$ cat src/rtl/unified_mem_arbiter_if.sv
// Requester, response and memory-side signals of the unified memory arbiter.
// The arbiter uses the slave view; the pipeline stages and memory model use the master view.
interface unified_mem_arbiter_if #(
  parameter int ADDR_W = 32,
  parameter int DATA_W = 32
);
  logic              if_req;
  logic [ADDR_W-1:0] if_addr;
  logic [DATA_W-1:0] if_rdata;
  logic              if_ack;
  logic              d_req;
  logic              d_we;
  logic [ADDR_W-1:0] d_addr;
  logic [DATA_W-1:0] d_wdata;
  logic [DATA_W-1:0] d_rdata;
  logic              d_ack;
  logic              mem_en;
  logic              mem_we;
  logic [ADDR_W-1:0] mem_addr;
  logic [DATA_W-1:0] mem_wdata;
  logic [DATA_W-1:0] mem_rdata;
  logic              busy;

  modport slave (
    input  if_req, if_addr, d_req, d_we, d_addr, d_wdata, mem_rdata,
    output if_rdata, if_ack, d_rdata, d_ack, mem_en, mem_we, mem_addr, mem_wdata, busy
  );

  modport master (
    output if_req, if_addr, d_req, d_we, d_addr, d_wdata, mem_rdata,
    input  if_rdata, if_ack, d_rdata, d_ack, mem_en, mem_we, mem_addr, mem_wdata, busy
  );
endinterface

$ cat src/rtl/unified_mem_arbiter.sv
// Round-robin arbiter sharing one single-port memory between instruction fetch and
// data access; each grant runs a fixed LATENCY-cycle access followed by a one-cycle ack.

module unified_mem_arbiter_chk (
  input logic clock,
  input logic reset,
  input logic if_ack,
  input logic d_ack,
  input logic mem_en,
  input logic mem_we,
  input logic busy
);
  a_acks_exclusive : assert property (@(posedge clock) disable iff (reset) !(if_ack && d_ack));
  a_if_ack_pulse   : assert property (@(posedge clock) disable iff (reset) if_ack |=> !if_ack);
  a_d_ack_pulse    : assert property (@(posedge clock) disable iff (reset) d_ack |=> !d_ack);
  a_ack_while_busy : assert property (@(posedge clock) disable iff (reset) (if_ack || d_ack) |-> busy);
  a_en_while_busy  : assert property (@(posedge clock) disable iff (reset) mem_en |-> busy);
  a_we_needs_en    : assert property (@(posedge clock) disable iff (reset) mem_we |-> mem_en);
endmodule

module unified_mem_arbiter #(
  parameter int LATENCY = 2,
  parameter int ADDR_W  = 32,
  parameter int DATA_W  = 32
) (
  input logic                  clock,
  input logic                  reset,
  unified_mem_arbiter_if.slave bus
);
  typedef enum logic [1:0] {
    ST_IDLE   = 2'd0,
    ST_ACCESS = 2'd1,
    ST_DONE   = 2'd2
  } state_t;

  typedef enum logic {
    PORT_I = 1'b0,
    PORT_D = 1'b1
  } port_t;

  localparam logic [3:0] CNT_LOAD = 4'(LATENCY) - 4'd1;

  state_t            state_r, state_s;
  port_t             ptr_r, ptr_s;
  port_t             port_r, port_s;
  port_t             grant_port_s;
  logic              grant_s;
  logic [3:0]        cnt_r, cnt_s;
  logic [ADDR_W-1:0] addr_r, addr_s;
  logic              we_r, we_s;
  logic [DATA_W-1:0] wdata_r, wdata_s;
  logic [DATA_W-1:0] if_rdata_r, if_rdata_s;
  logic [DATA_W-1:0] d_rdata_r, d_rdata_s;
  logic              if_ack_r, if_ack_s;
  logic              d_ack_r, d_ack_s;
  logic              mem_en_r, mem_en_s;
  logic              mem_we_r, mem_we_s;
  logic              busy_r, busy_s;

  // Next-state and next-output logic; every output is computed here and registered below.
  always_comb begin
    state_s      = state_r;
    ptr_s        = ptr_r;
    port_s       = port_r;
    cnt_s        = cnt_r;
    addr_s       = addr_r;
    we_s         = we_r;
    wdata_s      = wdata_r;
    if_rdata_s   = if_rdata_r;
    d_rdata_s    = d_rdata_r;
    if_ack_s     = 1'b0;
    d_ack_s      = 1'b0;
    mem_en_s     = 1'b0;
    mem_we_s     = 1'b0;
    busy_s       = 1'b0;
    grant_s      = 1'b0;
    grant_port_s = PORT_D;

    case (state_r)
      ST_IDLE: begin
        if (bus.if_req && bus.d_req) begin
          grant_s      = 1'b1;
          grant_port_s = ptr_r;
        end else if (bus.d_req) begin
          grant_s      = 1'b1;
          grant_port_s = PORT_D;
        end else if (bus.if_req) begin
          grant_s      = 1'b1;
          grant_port_s = PORT_I;
        end else begin
          grant_s      = 1'b0;
          grant_port_s = ptr_r;
        end

        if (grant_s) begin
          port_s = grant_port_s;
          ptr_s  = (grant_port_s == PORT_D) ? PORT_I : PORT_D;
          if (grant_port_s == PORT_D) begin
            addr_s  = bus.d_addr;
            we_s    = bus.d_we;
            wdata_s = bus.d_wdata;
          end else begin
            addr_s  = bus.if_addr;
            we_s    = 1'b0;
            wdata_s = wdata_r;
          end
          cnt_s    = CNT_LOAD;
          state_s  = ST_ACCESS;
          mem_en_s = 1'b1;
          mem_we_s = we_s;
          busy_s   = 1'b1;
        end else begin
          state_s = ST_IDLE;
        end
      end

      ST_ACCESS: begin
        busy_s = 1'b1;
        // Final access cycle: memory data is valid now, ack goes out next cycle.
        if (cnt_r == 4'd0) begin
          state_s = ST_DONE;
          if (port_r == PORT_D) begin
            d_ack_s = 1'b1;
            if (!we_r) begin
              d_rdata_s = bus.mem_rdata;
            end else begin
              d_rdata_s = d_rdata_r;
            end
          end else begin
            if_ack_s = 1'b1;
            if (!we_r) begin
              if_rdata_s = bus.mem_rdata;
            end else begin
              if_rdata_s = if_rdata_r;
            end
          end
        end else begin
          cnt_s    = cnt_r - 4'd1;
          mem_en_s = 1'b1;
          mem_we_s = we_r;
        end
      end

      ST_DONE: begin
        state_s = ST_IDLE;
      end

      default: begin
        state_s = ST_IDLE;
      end
    endcase
  end

  // State and output registers; reset aborts any access and clears read data.
  always_ff @(posedge clock) begin
    if (reset) begin
      state_r    <= ST_IDLE;
      ptr_r      <= PORT_D;
      port_r     <= PORT_I;
      cnt_r      <= 4'd0;
      addr_r     <= {ADDR_W{1'b0}};
      we_r       <= 1'b0;
      wdata_r    <= {DATA_W{1'b0}};
      if_rdata_r <= {DATA_W{1'b0}};
      d_rdata_r  <= {DATA_W{1'b0}};
      if_ack_r   <= 1'b0;
      d_ack_r    <= 1'b0;
      mem_en_r   <= 1'b0;
      mem_we_r   <= 1'b0;
      busy_r     <= 1'b0;
    end else begin
      state_r    <= state_s;
      ptr_r      <= ptr_s;
      port_r     <= port_s;
      cnt_r      <= cnt_s;
      addr_r     <= addr_s;
      we_r       <= we_s;
      wdata_r    <= wdata_s;
      if_rdata_r <= if_rdata_s;
      d_rdata_r  <= d_rdata_s;
      if_ack_r   <= if_ack_s;
      d_ack_r    <= d_ack_s;
      mem_en_r   <= mem_en_s;
      mem_we_r   <= mem_we_s;
      busy_r     <= busy_s;
    end
  end

  assign bus.if_rdata  = if_rdata_r;
  assign bus.if_ack    = if_ack_r;
  assign bus.d_rdata   = d_rdata_r;
  assign bus.d_ack     = d_ack_r;
  assign bus.mem_en    = mem_en_r;
  assign bus.mem_we    = mem_we_r;
  assign bus.mem_addr  = addr_r;
  assign bus.mem_wdata = wdata_r;
  assign bus.busy      = busy_r;

  unified_mem_arbiter_chk u_chk (
    .clock  (clock),
    .reset  (reset),
    .if_ack (if_ack_r),
    .d_ack  (d_ack_r),
    .mem_en (mem_en_r),
    .mem_we (mem_we_r),
    .busy   (busy_r)
  );
endmodule
$ cat src/flat_wrapper.sv
// flat-port wrapper written by rule: the top's interface ports become plain ports
module unified_mem_arbiter_flat 
#(
  parameter int LATENCY = 2,
  parameter int ADDR_W  = 32,
  parameter int DATA_W  = 32
)
  (clock, reset, bus_if_req, bus_if_addr, bus_d_req, bus_d_we, bus_d_addr, bus_d_wdata, bus_mem_rdata, bus_if_rdata, bus_if_ack, bus_d_rdata, bus_d_ack, bus_mem_en, bus_mem_we, bus_mem_addr, bus_mem_wdata, bus_busy);
  unified_mem_arbiter_if #(.ADDR_W(ADDR_W), .DATA_W(DATA_W)) bus_i ();
  input logic clock;
  input logic reset;
  input wire logic [$bits(bus_i.if_req)-1:0] bus_if_req;
  input wire logic [$bits(bus_i.if_addr)-1:0] bus_if_addr;
  input wire logic [$bits(bus_i.d_req)-1:0] bus_d_req;
  input wire logic [$bits(bus_i.d_we)-1:0] bus_d_we;
  input wire logic [$bits(bus_i.d_addr)-1:0] bus_d_addr;
  input wire logic [$bits(bus_i.d_wdata)-1:0] bus_d_wdata;
  input wire logic [$bits(bus_i.mem_rdata)-1:0] bus_mem_rdata;
  output wire logic [$bits(bus_i.if_rdata)-1:0] bus_if_rdata;
  output wire logic [$bits(bus_i.if_ack)-1:0] bus_if_ack;
  output wire logic [$bits(bus_i.d_rdata)-1:0] bus_d_rdata;
  output wire logic [$bits(bus_i.d_ack)-1:0] bus_d_ack;
  output wire logic [$bits(bus_i.mem_en)-1:0] bus_mem_en;
  output wire logic [$bits(bus_i.mem_we)-1:0] bus_mem_we;
  output wire logic [$bits(bus_i.mem_addr)-1:0] bus_mem_addr;
  output wire logic [$bits(bus_i.mem_wdata)-1:0] bus_mem_wdata;
  output wire logic [$bits(bus_i.busy)-1:0] bus_busy;
  assign bus_i.if_req = bus_if_req;
  assign bus_i.if_addr = bus_if_addr;
  assign bus_i.d_req = bus_d_req;
  assign bus_i.d_we = bus_d_we;
  assign bus_i.d_addr = bus_d_addr;
  assign bus_i.d_wdata = bus_d_wdata;
  assign bus_i.mem_rdata = bus_mem_rdata;
  assign bus_if_rdata = bus_i.if_rdata;
  assign bus_if_ack = bus_i.if_ack;
  assign bus_d_rdata = bus_i.d_rdata;
  assign bus_d_ack = bus_i.d_ack;
  assign bus_mem_en = bus_i.mem_en;
  assign bus_mem_we = bus_i.mem_we;
  assign bus_mem_addr = bus_i.mem_addr;
  assign bus_mem_wdata = bus_i.mem_wdata;
  assign bus_busy = bus_i.busy;
  unified_mem_arbiter #(.LATENCY(LATENCY), .ADDR_W(ADDR_W), .DATA_W(DATA_W)) u_core (.clock(clock), .reset(reset), .bus(bus_i));
endmodule
$ cat config.mk
export PLATFORM = sky130hd
export DESIGN_NAME = unified_mem_arbiter_flat
export DESIGN_NICKNAME = d
export VERILOG_FILES = /design/src/rtl/unified_mem_arbiter_if.sv /design/src/rtl/unified_mem_arbiter.sv /design/src/flat_wrapper.sv
export SDC_FILE = /design/constraint.sdc
export NUM_CORES = 1
export LEC_CHECK = 0
export CAP_MARGIN = 20
export CORE_AREA = 2 2 133 109
export CTS_CLUSTER_DIAMETER = 100
export DETAILED_ROUTE_END_ITERATION = 16
export DIE_AREA = 0 0 135 111
export GPL_TIMING_DRIVEN = 1
export HOLD_SLACK_MARGIN = 0.06
export PLACE_DENSITY = 0.9
export SYNTH_ARGS = -nofsm -noshare
export SYNTH_HDL_FRONTEND = slang
export SYNTH_SLANG_ARGS = --single-unit
$ cat constraint.sdc
create_clock -name clock -period 4.6 [get_ports clock]
set_input_delay 0.92 -clock clock [delete_from_list [all_inputs] [get_ports clock]]
set_output_delay 0.92 -clock clock [all_outputs]
set_load 0.01 [all_outputs]
# Word level (Yosys, flattened, before mapping)
# Index checks and enable logic that the tools add are counted.
# totals
out_inout_bits,133
romBits,0
latchBits,0
word_cells,59
n_memories,0
input_bits,133
ram_bits,0
ff_bits,142
# op_classes
bitwise,4
muxes,26
mul,0
shift,0
div,0
eq_ne,4
addsub,1
reduce_logical,10
order_cmp,0
# op_table
operator,n
32-bit 2-to-1 mux,1
1-bit 2-to-1 mux,17
4-bit 2-to-1 mux,2
4-bit case mux with 2 select lines,1
4-bit AND reduction,2
1-bit case mux with 2 select lines,3
3-bit AND reduction,2
4-bit logical NOT,1
2-bit by 1-bit inequality test with 1-bit output (second input constant),2
1-bit NOT,4
2-bit case mux with 2 select lines,1
4-bit by 1-bit subtractor with 4-bit output (second input constant),1
3-bit OR reduction,1
2-bit by 1-bit equality test with 1-bit output (second input constant),1
2-bit logical NOT,1
2-bit 2-to-1 mux,1
2-bit inequality test (second input constant),1
2-bit AND reduction,1
2-bit nonzero test,1
1-bit logical AND,1

# Depth between registers and ports, before layout
# Gate-level depths: netlist of run 1.
# depth
word_depth,7
ltp_mapped,8
depth_no_buf,5

# Worst setup path before layout of run 1
# OpenSTA, ideal clock, no wires.
# synth_path
path_kind,input-to-reg
startpoint,input bus_d_req
endpoint,"register u_core.addr_r[10], in the netlist u_core.bus.mem_addr[10]"
arrival_time_ns,2.040
n_path_buf,1
stages,4
required_time_ns,4.539
setup_time_ns,0.061
setup_slack_ns,2.499
cell_sequence,clkbuf_1 inv_1 nor4_1 a221o_1
# synth_via
elab_chain_len,4
word_cells_on_any_way,9
cone_classes,mux (7); reduce/logical (2)
# synth_lines
element,line,source
"start, declared",flat_wrapper.sv:14,input wire logic [$bits(bus_i.d_req)-1:0] bus_d_req;
1-bit 2-to-1 mux or 1-bit logical AND (tied branches),"unified_mem_arbiter.sv:84, unified_mem_arbiter.sv:81",
1-bit 2-to-1 mux,unified_mem_arbiter.sv:81,if (bus.if_req && bus.d_req) begin
1-bit 2-to-1 mux,unified_mem_arbiter.sv:79,case (state_r)
32-bit 2-to-1 mux or 2-bit AND reduction (tied branches),--,
"end signal, assigned",unified_mem_arbiter.sv:161,addr_r <= {ADDR_W{1'b0}};
"end signal, assigned",unified_mem_arbiter.sv:176,addr_r <= addr_s;
"end, declared",unified_mem_arbiter.sv:49,"logic [ADDR_W-1:0] addr_r, addr_s;"
# Parallel ways exist; a longest one is shown, timed or not. The select of a mux whose other input is x is not followed.
# A chain may end at the register's enable or synchronous reset.

# Worst setup path after layout of run 1
# layout_path
startpoint,input bus_if_req
endpoint,"register u_core.addr_r[14], in the netlist u_core.bus.mem_addr[14]"
# layout_via
elab_chain_len,5
word_cells_on_any_way,11
cone_classes,mux (9); reduce/logical (2)
# layout_lines
element,line,source
"start, declared",flat_wrapper.sv:12,input wire logic [$bits(bus_i.if_req)-1:0] bus_if_req;
1-bit 2-to-1 mux,unified_mem_arbiter.sv:87,end else if (bus.if_req) begin
1-bit 2-to-1 mux,unified_mem_arbiter.sv:84,end else if (bus.d_req) begin
1-bit 2-to-1 mux,unified_mem_arbiter.sv:81,
1-bit 2-to-1 mux,unified_mem_arbiter.sv:79,
32-bit 2-to-1 mux or 2-bit AND reduction (tied branches),--,
# Parallel ways exist; a longest one is shown, timed or not. The select of a mux whose other input is x is not followed.

==> results of run 1 <==
==> worst reg2reg max path: stages (launching register included) <==
cell	delay, ns
dfxtp_1	0.34
inv_1	0.09
ha_1	0.17
or3b_1	0.49
or4_1	0.90
mux2i_1	0.32
==> report_power, final <==
part | internal (mW) | switching [mW]
clock | 0.822 | 0.564
sequential | 1.33 | 0.0590
combinational | 0.391 | 0.364
==> layer usage <==
metal	part of all wire (%)	vias to the layer above	GRT usage, %
met5	0	-	0
met4	3.5	0	11.81
met3	7.8	49	8.459
met2	48	245	41.86
met1	40	2855	30.11
li1	-	2805	-
==> metrics by stage <==
stage / total power, mW / util, % / setup WS (ns) / std cells
3_5_place_dp: 2.142 / 63.48 / 1.761 / 1031
5_1_grt: 3.656 / 68.27 / 1.988 / 1066
4_1_cts: 3.524 / 67.79 / 2.189 / 1063
2_1_floorplan: 1.770 / - / 2.499 / 645
3_3_place_gp: 2.130 / 63.48 / 1.838 / 1031
6_report: 3.527 / 68.27 / 2.136 / 1066
==> sequential cells by signal (all words and copies together) (netlist names) <==
signal / flops
u_core.bus.if_rdata: 32
u_core.bus.d_ack: 1
u_core.ptr_r: 1
u_core.bus.mem_wdata: 32
u_core.bus.mem_en: 1
u_core.bus.mem_addr: 32
u_core.port_r: 1
u_core.bus.busy: 1
u_core.bus.d_rdata: 32
u_core.cnt_r: 4
u_core.bus.if_ack: 1
u_core.we_r: 1
u_core.state_r: 2
u_core.bus.mem_we: 1
==> layout make-up <==
type                    count  share of cell area (%)
multi-input cells         425                   31.55
flip-flops and latches    142                   30.05
repair buffers            278                   29.46
clock buffers              18                   4.642
well taps                 184                   2.433
clock inverters            14                   1.666
inverters                   5                  0.1984
==> worst paths after layout <==
check             depth (start not counted)                        to                      from
hold reg to reg                           2  u_core.bus.mem_wdata[12]  u_core.bus.mem_wdata[12]
setup reg to reg                          5     u_core.bus.d_rdata[6]           u_core.cnt_r[0]
hold / removal                            2  u_core.bus.mem_wdata[12]  u_core.bus.mem_wdata[12]
setup / recovery                          5   u_core.bus.mem_addr[14]                bus_if_req
==> cells in the final DEF (no fill, tap or decap), types with 2 or more instances in the layout <==
| cell type | instances |
|---|---|
| or3_1 | 2 |
| nand4_1 | 60 |
| a31oi_1 | 28 |
| nor2b_1 | 3 |
| o21ai_0 | 30 |
| buf_12 | 2 |
| a211oi_1 | 2 |
| a21oi_1 | 37 |
| inv_1 | 5 |
| clkinv_4 | 3 |
| o31ai_1 | 32 |
| buf_4 | 11 |
| or4_1 | 3 |
| nand2b_1 | 97 |
| or2_2 | 2 |
| clkbuf_16 | 17 |
| nor2_1 | 3 |
| mux2i_1 | 64 |
| nor4b_1 | 6 |
| a221o_1 | 5 |
| nand3b_1 | 27 |
| ha_1 | 2 |
| inv_6 | 5 |
| and2_1 | 2 |
| clkdlybuf4s50_1 | 263 |
| dfxtp_1 | 142 |
| clkinvlp_4 | 3 |
| bufinv_16 | 2 |
==> cells by family (layout without fill, tap and decap cells) <==
family | Yosys count | in the layout | synth area share, %
and+or+nand+nor | 220 | 220 | 23.46
buffers and inverters | 78 | 315 | 5.330
muxes | 64 | 64 | 10.46
adders and majority gates | 2 | 2 | 0.4083
AOI/OAI and AO/OA | 139 | 139 | 13.95
DFF | 142 | 142 | 46.40
==> out/results.tsv, run 1 <==
metric	value	unit
outcome	finished, final reports clean	
area of the multi-input gates	0.002985	mm^2
TritonCTS clock tree	yes	
post_cts resized	0	
endpoints failing hold	0	
Async S/R FF share, synth	0	%
total gr overflow	0	
Worst Tran Pin Value	0.8610	ns
CTS Hold Bufs	0	
family with the most delay on the worst path	simple AND/OR/NAND/NOR gates	
min cycle time layout	2.464	ns
crit-path cells	clkdlybuf4s50_1, nor2b_2, buf_4, nor4_1, a221o_1	
post-route DRC violation count	0	
Post-synth EDFFs	0	
worst min path class	flip-flop to flip-flop	
die area	0.01499	mm^2
synth top area cells	dfxtp_1 46%, mux2i_1 10%, nand2b_1 10%, nand4_1 6.1%, o31ai_1 3.9%	
CTS Buf Count	17	
share of layout cells above drive strength 1	6.463	%
cell count after synthesis	645	
sequential share of the synthesized area	46.40	%
WP buf/inv	2	
post-route design area	0.009462	mm^2
startpoint types	input pin	
CTS Buffer Depth	2	
CTS Root Buffer Type	clkbuf_16	
Worst-Skew Late Latency	0.42	ns
Top FF cell, synth	dfxtp_1	
critical path class	input pin to flip-flop	
Die H	111	um
initial antenna violation count	0	
Detail Route Antenna Nets	0	
cell type with the largest total area after synthesis	dfxtp_1	
Post-Syn Area	0.006127	mm^2
IO buf count	265	
Max-slew headroom	42.07	%
largest net degree at the start of global routing	73	
Worst path slowest cell	nor4_1	
Via Count	5954	
crit-path max cell delay	0.69	ns
Tcrit/Tclk final	53.58	%
Layout Area Growth over Synthesis	54.42	%
H-tree depth	4	
Sequential Area	0.002843	mm^2
GP Congestion	0.8569	
Initial Util	44.21	%
Synth top area share	46.40	%
RSZ-0062 raised after global routing	no	
WP data required	4.96	ns
syn_area_per_cell	9.499	um^2
DPL Wire Length	13.15	mm
critical path endpoint category	flip-flop	
synth cell count leaders	142 x dfxtp_1, 98 x nand2b_1, 64 x mux2i_1	
Mapped Nets	780	
Peak VDD IR	0.2675	mV
die width	135	um
power density over cell area	372.8	mW/mm^2
GR Util All Layers	25.50	%
Final setup viols	0	
Fillers	1062	
Ys Warns	0	
max-slew violation count	0	
first-pass GRT wire length	30.24	mm
fmax	405.8	MHz
Synth Register Bits	142	
hold_ws	0.4680	ns
Max Cap Viol	0	
Placement Cell Area	0.008797	mm^2
Iter 0 DRT Violations	459	
clock sink total	142	
post-route setup TNS	0	ns
DRT Pass-1 Iters	5	
Ports	266	
# Post-CTS Setup Buffers	0	
most common cell in the netlist	dfxtp_1	
post-synth cell types	41	
WL/cell	18.47	um
static leakage	3.474	nW
flop2flop setup slack	2.22	ns
DR vias/cell	5.585	
Reg clk slew, reported paths	0.06	ns
Total Wirelength	19.69	mm
crit-path max FO	33	
worst clock skew	0.01009	ns
Core Region	0.01386	mm^2
vias in the first global route	5728	
critical path arrival	2.82	ns
FP Rows	39	
nets	1004	
number of diodes	0	
Power figures use the tool's default switching activity.
==> run 2, diff against run 1 <==
CORE_AREA = 2 2 139 114   (was 2 2 133 109)
DIE_AREA = 0 0 141 116   (was 0 0 135 111)
PLACE_DENSITY = 0.83   (was 0.9)
clock period = 2.6 ns   (was 4.6 ns; I/O delays follow)
==> out/results.tsv, run 2 (synthesis gave the netlist of run 1 again) <==
metric	value	unit
worst clock skew	0.009605	ns
post-route setup TNS	0	ns
initial antenna violation count	0	
min cycle time layout	2.079	ns
Reg clk slew, reported paths	0.06	ns
Via Count	5833	
Critical Path Stages	5	
number of diodes	0	
Critical path origin	u_core.cnt_r[0]	
commonest cells after routing, fill and taps aside	263 x clkdlybuf4s50_1, 142 x dfxtp_1, 97 x nand2b_1	
Initial Util	41.22	%
worst min path class	flip-flop to flip-flop	
post-route DRC violation count	0	
DRT Pass-1 Iters	5	
fmax	481.1	MHz
outcome	finished, final reports clean	
Finished Layout Cells	1074	
flop2flop setup slack	0.52	ns
power density over cell area	665.3	mW/mm^2
Worst path slowest cell	or4_4	
reg2reg end	u_core.bus.if_rdata[17]	
IO buf count	265	
Die H	116	um
total gr overflow	0	
Core Region	0.01486	mm^2
max-slew violation count	0	
DR vias/cell	5.431	
endpoints failing hold	0	
GR Util All Layers	22.83	%
first-pass GRT wire length	29.60	mm
Max Cap Viol	0	
critical path endpoint category	flip-flop	
Total Wirelength	18.92	mm
crit-path max FO	19	
Tcrit/Tclk final	79.95	%
# Post-CTS Setup Buffers	0	
Detail Route Antenna Nets	0	
Final setup viols	0	
leading cell type in the layout, fill and taps excluded	clkdlybuf4s50_1	
Layout Area Growth over Synthesis	55.38	%
post_cts resized	0	
WP buf/inv	1	
hold depth	2	
crit-path cells	inv_1, ha_1, or3b_1, or4_4, mux2i_1	
post-route design area	0.009520	mm^2
family with the most delay on the worst path	simple AND/OR/NAND/NOR gates	
CTS Buffer Depth	2	
FP Rows	40	
DPL Wire Length	12.76	mm
CP endpoint	u_core.bus.if_rdata[17]	
vias in the first global route	5493	
startpoint types	flip-flop	
hold path start	u_core.bus.mem_wdata[11]	
critical path arrival	2.37	ns
Iter 0 DRT Violations	425	
placed cell count	1043	
share of layout cells above drive strength 1	6.780	%
TritonCTS clock tree	yes	
CTS Hold Bufs	0	
CTS Buf Count	17	
Placement Cell Area	0.008894	mm^2
crit-path max cell delay	0.72	ns
Peak VDD IR	0.5721	mV
cells on worst reg2reg path	5	
RSZ-0062 raised after global routing	no	
GP Congestion	0.8185	
Max-slew headroom	45.73	%
static leakage	3.510	nW
Worst Tran Pin Value	0.8067	ns
die width	141	um
critical path class	flip-flop to flip-flop	
nets	1008	
WP data required	2.89	ns
CTS Root Buffer Type	clkbuf_16	
die area	0.01636	mm^2
H-tree depth	4	
Worst-Skew Late Latency	0.42	ns
WL/cell	17.62	um
reg2reg start	u_core.cnt_r[0]	
clock sink total	142	
Ports	266	
largest net degree at the start of global routing	60	
==> run 2: changes by cell type in the layout (fill, tap and decap cells not counted), sizes merged <==
| cell | before | now |
|---|---|---|
| clkbuf | 18 | 22 |
| clkinvlp | 3 | 2 |
| buf | 15 | 19 |
| bufinv | 2 | 3 |
| inv | 10 | 5 |
==> run 2: worst min-delay path by stage <==
stage	to	slack, ns
4_1_cts	u_core.bus.mem_wdata[21]	0.47
5_1_grt	u_core.bus.mem_wdata[11]	0.48
3_3_place_gp	u_core.bus.mem_wdata[1]	0.45
3_5_place_dp	u_core.bus.mem_wdata[21]	0.46
2_1_floorplan	u_core.cnt_r[3]	0.46
6_report	u_core.bus.mem_wdata[11]	0.47
==> run 2: final cells by class <==
type	instances	area, um^2
Fill cell	1231	5344
Multi-Input combinational cell	425	2985
Sequential cell	142	2843
Timing Repair Buffer	282	2810
Clock buffer	22	494.2
Tap cell	189	236.5
Clock inverter	9	132.6
Inverter	5	18.77
==> run 2: worst reg2reg max path: stages, from the launching register on <==
cell	delay [ns]
dfxtp_1	0.32
inv_1	0.08
ha_1	0.15
or3b_1	0.48
or4_4	0.72
mux2i_1	0.20
==> run 2: routing by layer <==
layer  global-route usage [%]  vias to the layer above  routed length (um)
li1                         -                     2810                   -
met1                    30.57                     2765                8314
met2                    34.99                      224                8763
met3                    7.190                       34                1389
met4                    8.133                        0                 452
met5                        0                        -                   0
==> run 2: report_power, final <==
part           switching, mW  internal, mW  total (mW)  leakage (nW)
combinational          0.630         0.699        1.33          2.05
clock                  0.923          1.63        2.55         0.304
sequential             0.101          2.35        2.45          1.16
==> run 2: through the flow <==
stage	hold WS (ns)	utilization (%)	total power [mW]	worst slack (ns)
detailed placement	0.4595	59.83	3.820	0.4142
global route	0.4848	64.05	6.607	0.4003
CTS	0.4679	64.05	6.389	0.5020
global placement	0.4542	59.83	3.806	0.4985
floorplan	0.4634	-	3.131	0.6014
finish	0.4673	64.05	6.334	0.5214
==> run 3, diff against run 2 <==
clock period = 1.95 ns   (was 2.6 ns; I/O delays follow)
==> out/results.tsv, run 3 (synthesis gave the netlist of run 1 again) <==
metric	value	unit
critical path class	flip-flop to flip-flop	
Reg clk slew, reported paths	0.06	ns
share of layout cells above drive strength 1	8.909	%
crit-path max FO	19	
GR met2 Demand/Resource	39.22	%
H-tree depth	4	
worst clock skew	0.01083	ns
die width	141	um
post-route DRC violation count	0	
WHS Endpoint	u_core.state_r[1]	
Ports	266	
power density over cell area	878.6	mW/mm^2
grt met3 use	9.132	%
Initial Util	41.22	%
WL/cell	18.15	um
Tcrit/Tclk final	97.39	%
Worst-Skew Late Latency	0.42	ns
Via Count	5932	
Peak VDD IR	0.7435	mV
static leakage	3.580	nW
GR Util All Layers	23.88	%
reg2reg end	u_core.bus.if_rdata[24]	
DPL Wire Length	13.73	mm
endpoints failing hold	0	
total gr overflow	0	
GP Congestion	0.8343	
startpoint types	flip-flop	
critical path arrival	2.20	ns
IO buf count	265	
die area	0.01636	mm^2
cells on worst reg2reg path	6	
commonest cells after routing, fill and taps aside	263 x clkdlybuf4s50_1, 140 x dfxtp_1, 97 x nand2b_1	
DRT Pass-1 Iters	5	
Core Region	0.01486	mm^2
fmax	526.5	MHz
Layout Area Growth over Synthesis	58.30	%
hold depth	2	
initial antenna violation count	1	
clock sink total	142	
Die H	116	um
TritonCTS clock tree	yes	
WP data required	2.25	ns
nets	1020	
FP Rows	40	
flop2flop setup slack	0.05	ns
largest net degree at the start of global routing	84	
hold_ws	0.4200	ns
max-slew violation count	0	
CTS Root Buffer Type	clkbuf_16	
DR vias/cell	5.452	
Iter 0 DRT Violations	440	
vias in the first global route	5937	
Max Cap Viol	0	
Max-slew headroom	61.09	%
Final setup viols	0	
leading cell type in the layout, fill and taps excluded	clkdlybuf4s50_1	
outcome	finished, final reports clean	
first-pass GRT wire length	31.05	mm
GR Layer Usage met1	28.58	%
gr busiest metal	met2	
Detail Route Antenna Nets	0	
critical path endpoint category	flip-flop	
Worst Tran Pin Value	0.5789	ns
Finished Core Util	65.25	%
Tot Pwr	8.522	mW
CTS Buf Count	17	
min cycle time layout	1.899	ns
reg2reg start	u_core.cnt_r[1]	
worst min path class	input pin to flip-flop	
CTS Buffer Depth	2	
RSZ-0062 raised after global routing	no	
hold path start	reset	
Total Wirelength	19.74	mm
-- run 3: worst max path at each step --
stage | start | endpoint | slack (ns) | cells after the start
floorplan | u_core.cnt_r[1] | u_core.bus.d_rdata[10] | 0.006 | 8
global placement | u_core.cnt_r[1] | u_core.bus.if_rdata[19] | 0.07 | 5
detailed placement | bus_if_req | u_core.bus.mem_addr[14] | -0.06 | 4
CTS | u_core.cnt_r[1] | u_core.bus.if_rdata[24] | 0.01 | 5
global route | u_core.cnt_r[1] | u_core.bus.if_rdata[9] | 0.006 | 7
finish | u_core.cnt_r[1] | u_core.bus.if_rdata[24] | 0.05 | 6
-- run 3: layout make-up --
cell class / instances / area, um^2
fill: 1163 / 5165
tap: 189 / 236.5
antenna: 1 / 2.502
inverter: 5 / 18.77
multi-input combinational: 425 / 3019
clock inverter: 12 / 157.7
timing repair buffer: 294 / 2963
sequential: 142 / 2845
clock buffer: 20 / 456.7
-- run 3: what timing repair did --
action | 4_1_cts | 5_1_grt
gates resized for setup | 0 | 3
endpoints found under the setup margin | 0 | 53
buffers inserted | 0 | 1
hold buffers | 0 | 0
-- run 3: stage by stage --
stage	setup slack [ns]	std cells	TNS, ns	area [um^2]
floorplan	0.006118	645	0	6170
global placement	0.06599	1054	0	9045
detailed placement	-0.06414	1054	-0.2820	9045
CTS	0.01004	1086	0	9659
global route	0.006474	1088	0	9699
finish	0.05080	1088	0	9699
-- run 3: layer usage --
metal	share of wire, %	routed length (um)
met3	9.1	1804
met4	2.1	405
met5	0	0
met1	41	8015
met2	48	9517
-- run 3: power breakdown --
part | internal [mW] | switching (mW) | total, mW
Clock | 2.09 | 1.28 | 3.37
Combinational | 0.995 | 0.890 | 1.89
Sequential | 3.13 | 0.129 | 3.26
Total | 6.22 | 2.30 | 8.52
-- run 3: worst max-delay path, cell delays in order, from the launching register on --
cell and delay, ns:
dfxtp_2 0.34, inv_2 0.08, ha_4 0.13, or3b_4 0.41, or4_4 0.51, buf_12 0.18
mux2i_1 0.13
